[config.mk]
export PLATFORM = sky130hd
export DESIGN_NAME = inst_fetch_queue_flat
export DESIGN_NICKNAME = d
export VERILOG_FILES = /design/src/rtl/inst_fetch_queue_pkg.sv /design/src/rtl/inst_fetch_queue_if.sv /design/src/rtl/inst_fetch_queue_fifo.sv /design/src/rtl/inst_fetch_queue.sv /design/src/flat_wrapper.sv
export SDC_FILE = /design/constraint.sdc
export NUM_CORES = 1
export LEC_CHECK = 0
export CAP_MARGIN = 20
export CORE_ASPECT_RATIO = 1.75
export CORE_MARGIN = 2
export CORE_UTILIZATION = 55
export CTS_CLUSTER_SIZE = 8
export DETAILED_ROUTE_END_ITERATION = 7
export GPL_ROUTABILITY_DRIVEN = 0
export PLACE_DENSITY = 0.83
export RECOVER_POWER = 50
export SLEW_MARGIN = 10
export SYNTH_ARGS = -nofsm -noshare
export SYNTH_HDL_FRONTEND = slang
export SYNTH_SLANG_ARGS = --single-unit
[constraint.sdc]
create_clock -name clk -period 10.9 [get_ports clk]
set_input_delay 2.725 -clock clk [delete_from_list [all_inputs] [get_ports clk]]
set_output_delay 2.725 -clock clk [all_outputs]
set_load 0.01 [all_outputs]
[src/rtl/inst_fetch_queue_pkg.sv]
// Shared types and constants for the instruction fetch queue.
package inst_fetch_queue_pkg;

  localparam int XLEN_DEF = 64;
  localparam int ILEN_DEF = 32;

  // addi x0, x0, 0 -- presented on deq_inst when the queue is empty
  localparam logic [31:0] NOP_INST = 32'h0000_0013;

  typedef enum logic {
    RUN   = 1'b0,
    DRAIN = 1'b1
  } fetch_state_e;

  // Default-width entry; the top re-declares it at its own XLEN/ILEN.
  typedef struct packed {
    logic [XLEN_DEF-1:0] pc;
    logic [ILEN_DEF-1:0] inst;
  } fetch_entry_t;

endpackage

[src/rtl/inst_fetch_queue_if.sv]
// Memory-side, redirect and decode-side signals of the fetch queue.
interface inst_fetch_queue_if #(
  parameter int XLEN  = 64,
  parameter int ILEN  = 32,
  parameter int DEPTH = 4
);
  localparam int CW = $clog2(DEPTH) + 1;

  logic            if_request;
  logic [XLEN-1:0] if_addr;
  logic            if_stall;
  logic [ILEN-1:0] if_inst;
  logic            redirect_valid;
  logic [XLEN-1:0] redirect_pc;
  logic            deq_valid;
  logic            deq_ready;
  logic [XLEN-1:0] deq_pc;
  logic [ILEN-1:0] deq_inst;
  logic [CW-1:0]   count;

  modport master (
    output if_request, if_addr, deq_valid, deq_pc, deq_inst, count,
    input  if_stall, if_inst, redirect_valid, redirect_pc, deq_ready
  );

  modport slave (
    input  if_request, if_addr, deq_valid, deq_pc, deq_inst, count,
    output if_stall, if_inst, redirect_valid, redirect_pc, deq_ready
  );
endinterface

[src/rtl/inst_fetch_queue_fifo.sv]
// Circular buffer of fetch entries; no knowledge of fetch or redirect policy.
module inst_fetch_queue_fifo #(
  parameter int  DEPTH   = 4,
  parameter type entry_t = logic [7:0],
  localparam int PW      = $clog2(DEPTH),
  localparam int CW      = $clog2(DEPTH) + 1
) (
  input  logic          clk,
  input  logic          rst,
  input  logic          push_i,
  input  entry_t        wdata_i,
  input  logic          pop_i,
  input  logic          clear_i,
  output entry_t        head_o,
  output logic [CW-1:0] count_o
);
  entry_t        mem_q [DEPTH];
  logic [PW-1:0] wr_ptr_q, rd_ptr_q;
  logic [CW-1:0] count_q;
  logic          do_push, do_pop;

  assign do_push = push_i & (count_q < CW'(DEPTH));
  assign do_pop  = pop_i & (count_q != '0);
  assign head_o  = mem_q[rd_ptr_q];
  assign count_o = count_q;

  // Pointers and occupancy; clear wins over push/pop
  always_ff @(posedge clk or posedge rst) begin
    if (rst) begin
      wr_ptr_q <= '0;
      rd_ptr_q <= '0;
      count_q  <= '0;
    end else if (clear_i) begin
      wr_ptr_q <= '0;
      rd_ptr_q <= '0;
      count_q  <= '0;
    end else begin
      if (do_push) wr_ptr_q <= wr_ptr_q + PW'(1);
      if (do_pop)  rd_ptr_q <= rd_ptr_q + PW'(1);
      case ({do_push, do_pop})
        2'b10:   count_q <= count_q + CW'(1);
        2'b01:   count_q <= count_q - CW'(1);
        default: count_q <= count_q;
      endcase
    end
  end

  // Entry storage; contents are don't-care until counted as valid
  always_ff @(posedge clk) begin
    if (do_push && !clear_i) mem_q[wr_ptr_q] <= wdata_i;
  end
endmodule

[src/rtl/inst_fetch_queue.sv]
// Fetch PC owner and request driver feeding a small decode-side queue.
module inst_fetch_queue
  import inst_fetch_queue_pkg::*;
#(
  parameter int              XLEN     = 64,
  parameter int              ILEN     = 32,
  parameter int              DEPTH    = 4,
  parameter logic [XLEN-1:0] RESET_PC = '0
) (
  input logic                clk,
  input logic                rst,
  inst_fetch_queue_if.master bus
);
  localparam int CW = $clog2(DEPTH) + 1;

  typedef struct packed {
    logic [XLEN-1:0] pc;
    logic [ILEN-1:0] inst;
  } entry_t;

  fetch_state_e    state_q;
  logic [XLEN-1:0] fetch_pc_q, stale_addr_q, redir_pc;
  logic [CW-1:0]   cnt;
  entry_t          head, wdata;
  logic            req, in_flight, push, pop;

  // Request depends only on registered state, never on deq_ready. Once a
  // stalled request is up, occupancy can only fall, so it stays up.
  assign req       = ~rst & ((state_q == DRAIN) | (cnt < CW'(DEPTH)));
  assign in_flight = req & bus.if_stall;
  assign push      = (state_q == RUN) & req & ~bus.if_stall & ~bus.redirect_valid;
  assign pop       = bus.deq_valid & bus.deq_ready;
  assign redir_pc  = {bus.redirect_pc[XLEN-1:2], 2'b00};
  assign wdata     = '{pc: fetch_pc_q, inst: bus.if_inst};

  assign bus.if_request = req;
  assign bus.if_addr    = (state_q == DRAIN) ? stale_addr_q : fetch_pc_q;
  assign bus.deq_valid  = (cnt != '0);
  assign bus.deq_pc     = bus.deq_valid ? head.pc : '0;
  assign bus.deq_inst   = bus.deq_valid ? head.inst : ILEN'(NOP_INST);
  assign bus.count      = cnt;

  // Fetch FSM: advance PC on completion, redirect restarts, DRAIN waits out
  // the access that was in flight when the redirect arrived.
  always_ff @(posedge clk or posedge rst) begin
    if (rst) begin
      state_q      <= RUN;
      fetch_pc_q   <= RESET_PC;
      stale_addr_q <= '0;
    end else begin
      case (state_q)
        RUN: begin
          if (bus.redirect_valid) begin
            fetch_pc_q <= redir_pc;
            if (in_flight) begin
              stale_addr_q <= fetch_pc_q;
              state_q      <= DRAIN;
            end
          end else if (push) begin
            fetch_pc_q <= fetch_pc_q + XLEN'(4);
          end
        end
        DRAIN: begin
          if (bus.redirect_valid) fetch_pc_q <= redir_pc;
          if (!bus.if_stall)      state_q    <= RUN;
        end
        default: state_q <= RUN;
      endcase
    end
  end

  inst_fetch_queue_fifo #(
    .DEPTH  (DEPTH),
    .entry_t(entry_t)
  ) u_fifo (
    .clk    (clk),
    .rst    (rst),
    .push_i (push),
    .wdata_i(wdata),
    .pop_i  (pop),
    .clear_i(bus.redirect_valid),
    .head_o (head),
    .count_o(cnt)
  );
endmodule

[src/flat_wrapper.sv]
// flat-port wrapper written by rule: the top's interface ports become plain ports
module inst_fetch_queue_flat import inst_fetch_queue_pkg::*;
#(
  parameter int              XLEN     = 64,
  parameter int              ILEN     = 32,
  parameter int              DEPTH    = 4,
  parameter logic [XLEN-1:0] RESET_PC = '0
)
  (clk, rst, bus_if_request, bus_if_addr, bus_deq_valid, bus_deq_pc, bus_deq_inst, bus_count, bus_if_stall, bus_if_inst, bus_redirect_valid, bus_redirect_pc, bus_deq_ready);
  inst_fetch_queue_if #(.XLEN(XLEN), .ILEN(ILEN), .DEPTH(DEPTH)) bus_i ();
  input logic clk;
  input logic rst;
  output wire logic [$bits(bus_i.if_request)-1:0] bus_if_request;
  output wire logic [$bits(bus_i.if_addr)-1:0] bus_if_addr;
  output wire logic [$bits(bus_i.deq_valid)-1:0] bus_deq_valid;
  output wire logic [$bits(bus_i.deq_pc)-1:0] bus_deq_pc;
  output wire logic [$bits(bus_i.deq_inst)-1:0] bus_deq_inst;
  output wire logic [$bits(bus_i.count)-1:0] bus_count;
  input wire logic [$bits(bus_i.if_stall)-1:0] bus_if_stall;
  input wire logic [$bits(bus_i.if_inst)-1:0] bus_if_inst;
  input wire logic [$bits(bus_i.redirect_valid)-1:0] bus_redirect_valid;
  input wire logic [$bits(bus_i.redirect_pc)-1:0] bus_redirect_pc;
  input wire logic [$bits(bus_i.deq_ready)-1:0] bus_deq_ready;
  assign bus_if_request = bus_i.if_request;
  assign bus_if_addr = bus_i.if_addr;
  assign bus_deq_valid = bus_i.deq_valid;
  assign bus_deq_pc = bus_i.deq_pc;
  assign bus_deq_inst = bus_i.deq_inst;
  assign bus_count = bus_i.count;
  assign bus_i.if_stall = bus_if_stall;
  assign bus_i.if_inst = bus_if_inst;
  assign bus_i.redirect_valid = bus_redirect_valid;
  assign bus_i.redirect_pc = bus_redirect_pc;
  assign bus_i.deq_ready = bus_deq_ready;
  inst_fetch_queue #(.XLEN(XLEN), .ILEN(ILEN), .DEPTH(DEPTH), .RESET_PC(RESET_PC)) u_core (.clk(clk), .rst(rst), .bus(bus_i));
endmodule
==> flow_summary.ini <==
[outcome]
status = finished with violations
violations = capacitance limit, slew limit

[global_routing]
groute.usage.overall = 0.2580
grt_overflow = 0
grt_first_pass_wirelength_um = 79590
grt_pass1_vias = 13710
grt_max_degree = 77
antenna_found_initial = 3

[clock_network]
cts.reportedPaths.clkPinSlew_ps = 40
clk_path_buf_depth = 3
ctsHoldBuffers = 0
root_buffer = clkbuf_16
cts.repair.resized = 0
h-tree-depth = 3
clkLatencyLatePin_ps = 580
postCtsSetupRepairBufs = 0
cts_buffers = 73
cts_tree = built
clock_sinks = 508

[critical_path]
end_kind = register
critPathMaxFanout = 48
cpPeakStageDelay_ps = 2170
cp_num_buf_inv = 3
worstPathArrival_ps = 7800
crit_family = buffers and inverters
crit_path_top_delay_cell = and3_1
critical_path.cell_chain = clkbuf_1 -> inv_1 -> and3_1 -> buf_4
startpoint_type = primary input
critical_path_class = in -> reg
cp.required_ps = 11100

[placement]
port_buffers = 259
hpwl_um = 32000
dpl-instance-area_sq_um = 24560

[routing]
met3_length_um = 3416
vias_per_cell = 6.104
post-route-drc-count = 0
drt_iter0_markers = 1035
wl_per_cell_um = 24.45
highest_layer = met5
routed_wl_um = 52430
num_vias = 13090
firstDrtPassIters = 6
wl_met2_um = 28270
antenna_left = 0
wl_met1_um = 18650

[sta]
slew_violations = 426
holdWs_ps = 501.3
finClkSkew_ps = 21.78
timing.final.crit_share = 0.6969
finalSetupViolations = 0
finalHoldViolations = 0
period_minus_slack_ps = 7597
rsz0062_at_grt = no
fin_setup_tns_ps = 0
tightest_slew_ps = 3395
fmax_mhz = 131.6
slew_headroom = -1.263

[final_layout]
final_area_sq_um = 26750
n_fill_cell = 2514
synthToLayoutAreaGrowth_pct = 24.22
drive_above_1_share = 0.1961
multiInputGateArea_sq_um = 6546
layout.nets = 1704
ff_latch_area_sq_um = 14610

[synth]
synth_edf_count = 376
synthFlopType = edfxtp_1
yosysWarningCount = 0
yosys_register_bits = 508
synth_top_area_cell = edfxtp_1
synth_top_cell_area_share = 0.5243
yosysSeqAreaShare = 0.6777
synthCells = 1326
synth.distinct_cells = 59
synth.cell_area_sq_um = 21530
async_flop_share = 0.2598
yosys-top-cells-area = edfxtp_1 (52%), dfrtp_1 (15%), mux4_2 (9.8%)
avgSynthCellArea_sq_um = 16.24

[floorplanning]
die_area_sq_um = 40810
dieWidth_um = 153.6
rows = 95
io_pins = 266
start_util = 0.5592
fp.coreArea_sq_um = 38510
die_y_um = 265.8

[pwr]
irDropWorstVdd_uv = 138.0
power.density_nw_per_um2 = 234.4
power_w = 0.006271
leakagePower_nw = 9.108

[worst_hold_path]
hold_path_class = reg -> reg

[flow_run]
drv_cap = 8
==> cell type report <==
class	count	share of cell area
Clock inverter	6	0.003742
Tap cell	485	0.02268
Inverter	17	0.002432
Clock buffer	129	0.07774
Timing Repair Buffer	276	0.1025
Antenna cell	2	0.0001871
Multi-Input combinational cell	721	0.2447
Sequential cell	508	0.5460
==> per-layer routing <==
| metal | vias to the layer above | GRT usage |
|---|---|---|
| li1 | 5687 | - |
| met1 | 6582 | 0.3054 |
| met2 | 672 | 0.4579 |
| met3 | 144 | 0.04571 |
| met4 | 2 | 0.1198 |
| met5 | - | 0 |
==> cells in the mapped netlist (10+ instances only) <==
| master | instances |
|---|---|
| nor3_1 | 20 |
| inv_1 | 16 |
| nand4_1 | 33 |
| or4_1 | 10 |
| buf_1 | 16 |
| nand2_1 | 83 |
| a31oi_1 | 13 |
| and2_1 | 94 |
| mux2_2 | 118 |
| and3_1 | 16 |
| clkbuf_1 | 60 |
| nor2_1 | 31 |
| edfxtp_1 | 376 |
| nand3_1 | 29 |
| xor2_1 | 30 |
| dfrtp_1 | 132 |
| o21ai_0 | 47 |
| mux4_2 | 94 |
==> cells in the final DEF, fill, tap and decap left out, types with 7 or more instances in the layout <==
cell and count:
o21ai_0 47, and2_1 94, a21oi_1 7, dlygate4sd3_1 35
edfxtp_1 376, nor3_1 21, nand2_1 83, clkdlybuf4s50_1 223
xnor2_1 8, nand4_1 33, and3_1 16, mux2_2 118
a31oi_1 13, buf_4 12, xor2_1 30, inv_1 15
mux4_2 94, o31ai_1 8, clkbuf_16 75, or4_1 10
nand3_1 29, clkbuf_1 58, nor2_1 31, dfrtp_1 129
==> worst paths after layout <==
kind | from | end | slack, ps | cells past startpoint
setup / recovery | bus_redirect_valid | u_core.u_fifo.mem_q[3][71] | 3300 | 4
hold / removal | u_core.stale_addr_q[16] | u_core.stale_addr_q[16] | 500 | 1
setup reg to reg | u_core.state_q | u_core.u_fifo.mem_q[3][71] | 4910 | 5
hold reg to reg | u_core.stale_addr_q[16] | u_core.stale_addr_q[16] | 500 | 1
max in group asynchronous | rst | u_core.u_fifo.rd_ptr_q[1] | 5350 | 4
min in group asynchronous | rst | u_core.fetch_pc_q[35] | 3490 | 2
==> per-stage QoR <==
stage | util | setup slack [ps] | std cells
2_1_floorplan | - | 4649 | 1329
3_3_place_gp | 0.6377 | 4021 | 2005
3_5_place_dp | 0.6377 | 4036 | 2005
4_1_cts | 0.6943 | 3968 | 2140
5_1_grt | 0.6946 | 2954 | 2144
6_report | 0.6946 | 3303 | 2144
==> logic make-up (layout without fill, tap and decap cells) <==
logic type / after synthesis / after routing / share of synthesized area
simple gates: 352 / 352 / 0.09099
flops: 508 / 508 / 0.6777
mux: 216 / 216 / 0.1619
compound gates: 105 / 105 / 0.03109
fa+ha+maj: 6 / 6 / 0.003835
other cells: 1 / 6 / 0.0001741
xor+xnor: 38 / 38 / 0.01546
buf+inv: 100 / 428 / 0.01888
==> sequential cells by signal, indices dropped and copies added, names as in the netlist <==
| signal | flops |
|---|---|
| u_core.u_fifo.rd_ptr_q | 2 |
| u_core.u_fifo.count_o | 3 |
| u_core.state_q | 1 |
| u_core.fetch_pc_q | 62 |
| u_core.u_fifo.wr_ptr_q | 2 |
| u_core.u_fifo.mem_q | 376 |
| u_core.stale_addr_q | 62 |
==> power breakdown <==
group	internal [W]	switching (W)	total, W
sequential	0.00228	0.000210	0.00249
combinational	0.000979	0.000699	0.00168
clock	0.00131	0.000795	0.00211
total	0.00457	0.00170	0.00627
Power figures use the tool's default switching activity.
